[src/rtl/boot_seq_pkg.sv]
// Shared types and constants for the boot/reset sequencer.
package boot_seq_pkg;

    // Sequencer states, in the order a clean power-up walks through them.
    typedef enum logic [2:0] {
        WAIT_LOCK = 3'd0,
        FILTER    = 3'd1,
        HOLD      = 3'd2,
        RELEASE   = 3'd3,
        FETCH_DLY = 3'd4,
        RUN       = 3'd5
    } seq_state_t;

    // Encoding of the reset_cause output; value 3 is never produced.
    typedef logic [1:0] reset_cause_t;
    localparam reset_cause_t CAUSE_POR       = 2'd0;
    localparam reset_cause_t CAUSE_LOCK_LOSS = 2'd1;
    localparam reset_cause_t CAUSE_SOFTWARE  = 2'd2;

    // Larger of two integers, used to size the shared cycle counter.
    function automatic int max_int(input int a, input int b);
        return (a > b) ? a : b;
    endfunction

endpackage

[src/rtl/sync_2ff.sv]
// Two-flop synchroniser for asynchronous level inputs.
module sync_2ff #(
    parameter int WIDTH = 1
) (
    input  logic             clk,
    input  logic             reset,
    input  logic [WIDTH-1:0] d,
    output logic [WIDTH-1:0] q
);

    logic [WIDTH-1:0] meta;

    // First flop may go metastable; second flop gives it a full cycle to settle.
    always_ff @(posedge clk) begin
        // NOTE: reset is sampled on the clock edge here, so it lives inside the
        // edge-triggered block rather than in the sensitivity list.
        if (reset) begin
            meta <= '0;
            q    <= '0;
        end else begin
            // NOTE: non-blocking assignments make meta and q update together,
            // giving a true two-stage pipeline instead of a single flop.
            meta <= d;
            q    <= meta;
        end
    end

endmodule

[src/rtl/boot_reset_seq.sv]
// Reset/boot sequencer: filters PLL lock, stretches reset, releases domain
// resets in a staggered order, then enables instruction fetch.
module boot_reset_seq
    import boot_seq_pkg::*;
#(
    parameter int          NUM_DOMAINS        = 2,
    parameter int          LOCK_FILTER_CYCLES = 16,
    parameter int          RESET_HOLD_CYCLES  = 64,
    parameter int          STAGGER_CYCLES     = 8,
    parameter int          FETCH_DELAY_CYCLES = 32,
    parameter logic [31:0] BOOT_ADDR          = 32'h1A00_0080,
    parameter logic [31:0] ALT_BOOT_ADDR      = 32'h1C00_0000
) (
    input  logic                   clk,
    input  logic                   reset,
    input  logic                   pll_locked,
    input  logic                   sw_reset_req,
    input  logic                   boot_sel,
    output logic [NUM_DOMAINS-1:0] domain_reset_n,
    output logic                   fetch_enable,
    output logic [31:0]            boot_addr,
    output logic [1:0]             reset_cause,
    output logic                   seq_busy
);

    // The shared counter must reach the longest dwell of any state.
    localparam int CNT_MAX = max_int(max_int(max_int(LOCK_FILTER_CYCLES, RESET_HOLD_CYCLES),
                                             max_int(STAGGER_CYCLES, FETCH_DELAY_CYCLES)),
                                     NUM_DOMAINS * STAGGER_CYCLES);
    localparam int CNT_W   = $clog2(CNT_MAX + 1);

    // Last counter value of each timed state; the transition fires on it.
    localparam logic [CNT_W-1:0] FILTER_LAST  = CNT_W'(LOCK_FILTER_CYCLES - 1);
    localparam logic [CNT_W-1:0] HOLD_LAST    = CNT_W'(RESET_HOLD_CYCLES - 1);
    localparam logic [CNT_W-1:0] RELEASE_LAST = CNT_W'((NUM_DOMAINS - 1) * STAGGER_CYCLES);
    localparam logic [CNT_W-1:0] FETCH_LAST   = CNT_W'(FETCH_DELAY_CYCLES - 1);
    localparam logic [CNT_W-1:0] CNT_SAT      = '1;

    logic                   lock_s;
    seq_state_t             state;
    seq_state_t             state_nxt;
    logic [CNT_W-1:0]       cnt;
    logic [CNT_W-1:0]       cnt_nxt;
    reset_cause_t           cause_nxt;
    logic [NUM_DOMAINS-1:0] dom_nxt;
    logic [31:0]            boot_addr_nxt;
    logic                   lock_lost;

    sync_2ff #(
        .WIDTH (1)
    ) u_lock_sync (
        .clk   (clk),
        .reset (reset),
        .d     (pll_locked),
        .q     (lock_s)
    );

    // Next-state, next-count and next-output decode; outputs are registered
    // from these so every output already reflects the state being entered.
    always_comb begin
        // NOTE: every variable gets a default before any branch so no path
        // leaves one unassigned, which would infer a latch.
        state_nxt     = state;
        cause_nxt     = reset_cause;
        boot_addr_nxt = boot_addr;
        dom_nxt       = '0;
        cnt_nxt       = cnt;

        // Lock loss outranks a software request in the same cycle.
        lock_lost = !lock_s && (state inside {HOLD, RELEASE, FETCH_DLY, RUN});

        if (lock_lost) begin
            state_nxt = WAIT_LOCK;
            cause_nxt = CAUSE_LOCK_LOSS;
        end else begin
            case (state)
                WAIT_LOCK: begin
                    if (lock_s) state_nxt = FILTER;
                end
                FILTER: begin
                    // A single low sample restarts the whole filter window.
                    if (!lock_s)                 state_nxt = WAIT_LOCK;
                    else if (cnt == FILTER_LAST) state_nxt = HOLD;
                end
                HOLD: begin
                    if (cnt == HOLD_LAST) state_nxt = RELEASE;
                end
                RELEASE: begin
                    if (cnt == RELEASE_LAST) state_nxt = FETCH_DLY;
                end
                FETCH_DLY: begin
                    if (cnt == FETCH_LAST) state_nxt = RUN;
                end
                RUN: begin
                    // Software reset skips the lock filter: the PLL is known good.
                    if (sw_reset_req) begin
                        state_nxt = HOLD;
                        cause_nxt = CAUSE_SOFTWARE;
                    end
                end
                default: state_nxt = WAIT_LOCK;
            endcase
        end

        // Counter restarts on every state change and saturates otherwise.
        if (state_nxt != state) cnt_nxt = '0;
        else if (cnt != CNT_SAT) cnt_nxt = cnt + 1'b1;

        // Boot address is captured only on the cycle HOLD is entered.
        if (state_nxt == HOLD && state != HOLD)
            boot_addr_nxt = boot_sel ? ALT_BOOT_ADDR : BOOT_ADDR;

        // Domain i is out of reset once i*STAGGER_CYCLES RELEASE cycles have
        // elapsed; domain 0 therefore leaves reset on RELEASE entry.
        if (state_nxt == FETCH_DLY || state_nxt == RUN) begin
            dom_nxt = '1;
        end else if (state_nxt == RELEASE) begin
            for (int i = 0; i < NUM_DOMAINS; i++)
                dom_nxt[i] = (CNT_W'(i * STAGGER_CYCLES) <= cnt_nxt);
        end
    end

    // State, counter and all registered outputs.
    always_ff @(posedge clk) begin
        if (reset) begin
            state          <= WAIT_LOCK;
            cnt            <= '0;
            domain_reset_n <= '0;
            fetch_enable   <= 1'b0;
            boot_addr      <= BOOT_ADDR;
            reset_cause    <= CAUSE_POR;
            seq_busy       <= 1'b1;
        end else begin
            state          <= state_nxt;
            cnt            <= cnt_nxt;
            domain_reset_n <= dom_nxt;
            fetch_enable   <= (state_nxt == RUN);
            boot_addr      <= boot_addr_nxt;
            reset_cause    <= cause_nxt;
            seq_busy       <= (state_nxt != RUN);
        end
    end

endmodule

[config.mk]
export PLATFORM = sky130hd
export DESIGN_NAME = boot_reset_seq
export DESIGN_NICKNAME = d
export VERILOG_FILES = /design/src/rtl/boot_seq_pkg.sv /design/src/rtl/sync_2ff.sv /design/src/rtl/boot_reset_seq.sv
export SDC_FILE = /design/constraint.sdc
export NUM_CORES = 1
export LEC_CHECK = 0
export ABC_AREA = 1
export BUFFER_PORTS_ARGS = -buffer_cell sky130_fd_sc_hd__buf_4
export CORE_UTILIZATION = 45
export DETAILED_ROUTE_END_ITERATION = 6
export HOLD_SLACK_MARGIN = 0.02
export PLACE_DENSITY = 0.73
export SKIP_LAST_GASP = 1
export SLEW_MARGIN = 10
export SYNTH_ARGS = -nofsm -noshare
export SYNTH_HDL_FRONTEND = slang
export SYNTH_SLANG_ARGS = --single-unit
[constraint.sdc]
create_clock -name clk -period 2.1 [get_ports clk]
set_input_delay 0.21 -clock clk [delete_from_list [all_inputs] [get_ports clk]]
set_output_delay 0.21 -clock clk [all_outputs]
set_load 0.02 [all_outputs]
Yosys cells after proc, flatten, opt, wreduce, memory -nomap -nowiden
Cells that the tools add are included.

Register bits after elaboration: 50. Input port bits: 5. Output and inout port bits: 38. Word-level logic and storage cells: 58.

Add/sub/neg operators: 1. $lt $le $gt $ge: 2. Eq/ne operators: 17. Multiplexer cells: 17. Reductions and logical operators: 11.

Operators by type and width (number): 27-bit two-way mux (1); 3-bit two-way mux (8); 3-bit one-hot mux with 6 select lines (1); 7-bit by 4-bit equality test with 1-bit output (second input constant) (2); 7-bit two-way mux (2); 3-bit by 2-bit equality test with 1-bit output (second input constant) (4); 3-bit equality test (second input constant) (4); 7-bit by 1-bit adder with 7-bit output (second input constant) (1); 7-bit by 5-bit equality test with 1-bit output (second input constant) (1); 7-bit by 6-bit equality test with 1-bit output (second input constant) (1); 1-bit by 7-bit less-or-equal comparator with 1-bit output (first input constant) (1); 4-bit by 7-bit less-or-equal comparator with 1-bit output (first input constant) (1); 7-bit inequality test (second input constant) (1); 2-bit two-way mux (2); 2-bit AND reduction (2); 2-bit nonzero test (2); 4-bit nonzero test (1); 3-bit by 1-bit equality test with 1-bit output (second input constant) (1); 3-bit logical NOT (1); 1-bit two-way mux (3); 3-bit by 2-bit inequality test with 1-bit output (second input constant) (1); 3-bit inequality test (1); 3-bit inequality test (second input constant) (1); 1-bit logical AND (2); other kinds (3) (3).

Longest topological paths before layout
Word-level depth: 10. Gate-level depth with buffers: 15. Depth with buffers taken out: 15.

Cells and area by module
From an unflattened synthesis, not the netlist that was laid out.

Cell total of the unflattened synthesis: 172. Area, all modules: 1258.7 µm².

By module, submodules not included: boot_reset_seq (times used 1, cells each 166, area an instance 1203.7 µm², sequential area each 360.3 µm²); sync_2ff (times used 1, cells each 6, area an instance 55.1 µm², sequential area each 40.0 µm²).

Worst setup path before layout
OpenSTA, ideal clock, no wires.

Path kind: register to register. From: reg cnt[0]. To: reg domain_reset_n[1]. Library setup time: 132 ps. Data arrival time: 1439 ps. Required time: 1968 ps. Slack: 529 ps. Cell stages (with the launch flop): 8. Path buffers: 0. Clock period less this slack: 1571 ps. Path through: dfxtp_1 -> ha_1 -> nand3_1 -> nor2_1 -> nand3_2 -> o21ai_0 -> o311ai_0 -> a21oi_2.

Cells in the longest elaborated chain, start to end: 10. Elaborated cells between the ends (all ways): 23. Those cells by class: 1 x add/sub; 1 x order compare; 9 x eq/ne; 11 x mux; 1 x reduce/logical.

RTL lines: start: declaration (line boot_reset_seq.sv:42) `logic [CNT_W-1:0] cnt;`; start signal: assignment (line boot_reset_seq.sv:135) `cnt <= cnt_nxt;`; 7-bit by 4-bit equality test with 1-bit output (line boot_reset_seq.sv:83) `else if (cnt == FILTER_LAST) state_nxt = HOLD;`; 3-bit two-way mux (line boot_reset_seq.sv:83); 3-bit two-way mux (line boot_reset_seq.sv:82) `if (!lock_s) state_nxt = WAIT_LOCK;`; 3-bit one-hot mux with 6 select lines (line boot_reset_seq.sv:76) `case (state)`; 3-bit two-way mux (line boot_reset_seq.sv:72) `if (lock_lost) begin`; 3-bit inequality test (line boot_reset_seq.sv:106) `if (state_nxt != state) cnt_nxt = '0;`; 7-bit two-way mux (line boot_reset_seq.sv:106); 4-bit by 7-bit less-or-equal comparator with 1-bit output (line boot_reset_seq.sv:119) `dom_nxt[i] = (CNT_W'(i * STAGGER_CYCLES) <= cnt_nxt);`; 2-bit two-way mux (line boot_reset_seq.sv:117) `end else if (state_nxt == RELEASE) begin`; 2-bit two-way mux * (line boot_reset_seq.sv:115) `if (state_nxt == FETCH_DLY || state_nxt == RUN) begin`; end signal: assignment (line boot_reset_seq.sv:136) `domain_reset_n <= dom_nxt;`; end: declaration (line boot_reset_seq.sv:19) `output logic [NUM_DOMAINS-1:0] domain_reset_n,`.

Mark *: on every way between the ends. The rest lies on a longest branch, timed or not. A chain may end at the register's enable or synchronous reset.

Worst setup path after layout
Ends and elaborated chain as after synthesis.

==> metrics.txt <==
outcome finished, final reports clean; Yosys top cell area share 32.9%; WL final 1.96 mm; final instance area 1280 um^2; WP data arrival 2.04 ns; Final Skew 0.00557 ns; Num CTS Buffers 3; adder-cell share of the synthesized area 2.05%; CP Capture Type flop; post-place instance area 1230 um^2; Synth area leaders dfxtp_1 (33%), buf_4 (18%), nand2_1 (8.9%); Synth Area in Simple Gates 28.2%; DRC Markers 0; WL per Instance 9.22 um; max-slew violations 0; Max Clk Rate 542 MHz; die span in y 54.0 um; Starting Density 48.3%; maximum number of pins on one net before global-route repair 13; Ys Warns 0; Compound-Gate Fraction of Synth Area 6.78%; post-synthesis mux area share 0%; post-synth top area cell dfxtp_1; Final setup viols 0; Mapped Avg Cell Area 7.17 um^2; sequential cell area fraction in the yosys report 32.9%; die area 2920 um^2; layout cells sized above 1 20.8%; largest fanout on the critical path 8; input/output buffers 13; total global routing overflow 0; HPWL after detailed placement 1.54 mm; die outline width 54.0 um; Final Hold Vio Count 0; global-route wire length before repair 3.14 mm; post_cts resized 0; WP data required 2.29 ns; via count 959; Post-CTS Setup Inserts 0; Yosys reg bits 20; clk root buf clkbuf_4; Max Cap Violations 0; Cell variety after synth 24; initial detailed-routing violation count 12; clk sink count 20; Synth Instances 170; RSZ-0062 raised after global routing no; Synth Cell Area 1220 um^2; Placed Cells 209; Hold Path Class primary input to flop; count of standard-cell rows 18; CTS Buffer Depth 2; Net count, final 191; Worst setup SP type flop; post-synthesis xor/xnor area fraction 3.59%; main combinational cell family by area after synthesis simple AND/OR/NAND/NOR gates; power after layout 793 uW; GPL Wtd Cong 0.894; ant diodes 0; CTS H-tree depth 1; minimum clock period 1.84 ns; Worst-Skew Late Latency 0.31 ns; # IOs 43; Post-CTS Hold Buffers 0; Worst Setup Slack, final 0.256 ns; worst slack at placement 0.313 ns; Layout area overhead 4.93%; total track usage 14.9%; CTS clk-pin slew, worst paths 0.12 ns; critical path class flop to flop; antenna violations before repair 0; CTS tree yes; peak supply drop 527 uV; final worst path period share 87.8%; Non-Filler Instances 213; Routed Antenna Nets 0; CORE AREA 2520 um^2; Initial DRT Pass Iterations 4; vias per inst 4.50; number of global-route vias before repair 768; setup TNS 0 ns; Pwr Density 620 nW/um^2; Static Leak 0.673 nW
power by group:
part | internal [mW] | leakage, nW | switching [mW]
Clock | 0.193 | 0.0279 | 0.126
Combinational | 0.0156 | 0.482 | 0.0675
Sequential | 0.386 | 0.162 | 0.00503
layout by cell type, fill, tap and decap left out:
cell | Yosys | routed
nand2_1 | 29 | 29
conb_1 | 2 | 29
nor2_1 | 21 | 21
dfxtp_1 | 20 | 20
inv_1 | 17 | 17
buf_4 | 30 | 13
nand3_1 | 10 | 10
inv_2 | 6 | 6
nand2_2 | 5 | 5
a21oi_1 | 4 | 4
xor2_1 | 4 | 4
nand3_2 | 3 | 3
o21ai_0 | 3 | 3
a21oi_2 | 3 | 3
clkbuf_4 | 0 | 3
nor2_2 | 2 | 2
nor3_1 | 2 | 2
ha_1 | 2 | 2
nand4_2 | 1 | 1
o21ai_1 | 1 | 1
nor3_2 | 1 | 1
a21o_1 | 1 | 1
o311ai_0 | 1 | 1
xnor2_1 | 1 | 1
bufinv_16 | 0 | 1
final timing paths:
kind / depth (start not counted) / start / slack [ns] / to
setup / recovery: 7 / cnt[0] / 0.26 / domain_reset_n[1]
hold / removal: 3 / pll_locked / 0.1 / u_lock_sync.meta
setup reg to reg: 7 / cnt[0] / 0.26 / domain_reset_n[1]
hold reg to reg: 2 / u_lock_sync.meta / 0.41 / u_lock_sync.q
worst max-delay path, stage by stage, from the launching register on:
cell and delay [ns]:
dfxtp_1 0.34, ha_1 0.22, nand3_1 0.17, nor2_1 0.11
nand3_2 0.17, o21ai_0 0.15, o311ai_0 0.49, a21oi_2 0.09
registers in the layout, indices dropped and copies added (netlist names):
| register | count |
|---|---|
| reset_cause | 2 |
| fetch_enable | 1 |
| cnt | 7 |
| state | 3 |
| seq_busy | 1 |
| u_lock_sync.q | 1 |
| boot_addr | 2 |
| u_lock_sync.meta | 1 |
| domain_reset_n | 2 |
cell type report:
cell class / instances / area, um^2
Clock buffer: 3 / 22.5
Clock inverter: 1 / 30.0
Fill cell: 241 / 1240
Inverter: 23 / 86.3
Multi-Input combinational cell: 123 / 604
Sequential cell: 20 / 400
Tap cell: 30 / 37.5
Timing Repair Buffer: 13 / 97.6
layer usage:
layer  vias to the layer above  global-route usage, %  routed length, um
li1                        491                      -                  -
met1                       422                   18.7                922
met2                        41                   24.1                881
met3                         5                   1.98                112
met4                         0                   8.55                 47
met5                         -                      0                  0
kinds of logic after synthesis:
family / after synthesis
compound gates: 13
xor+xnor: 5
fa+ha+maj: 2
buf+inv: 54
flops: 20
other cells: 2
simple gates: 74
cells in the mapped netlist:
cell and instances:
o21ai_0 3, nand3_1 10, nor2_2 2, nand2_2 5
nor3_2 1, nor2_1 21, a21oi_1 4, buf_4 30
ha_1 2, nand4_2 1, a21o_1 1, xnor2_1 1
inv_2 6, a21oi_2 3, nor3_1 2, xor2_1 4
dfxtp_1 20, nand2_1 29, conb_1 2, o21ai_1 1
o311ai_0 1, inv_1 17, nand3_2 3, clkbuf_1 1
per-stage QoR:
| step | util, % | hold WS [ns] |
|---|---|---|
| 6_report | 50.7 | 0.0950 |
| 5_1_grt | 50.7 | 0.113 |
| 4_1_cts | 50.7 | 0.105 |
| 3_5_place_dp | 48.6 | 0.398 |
| 3_3_place_gp | 48.6 | 0.389 |
| 2_1_floorplan | - | 0.317 |
(Power assumes the default switching activity.)
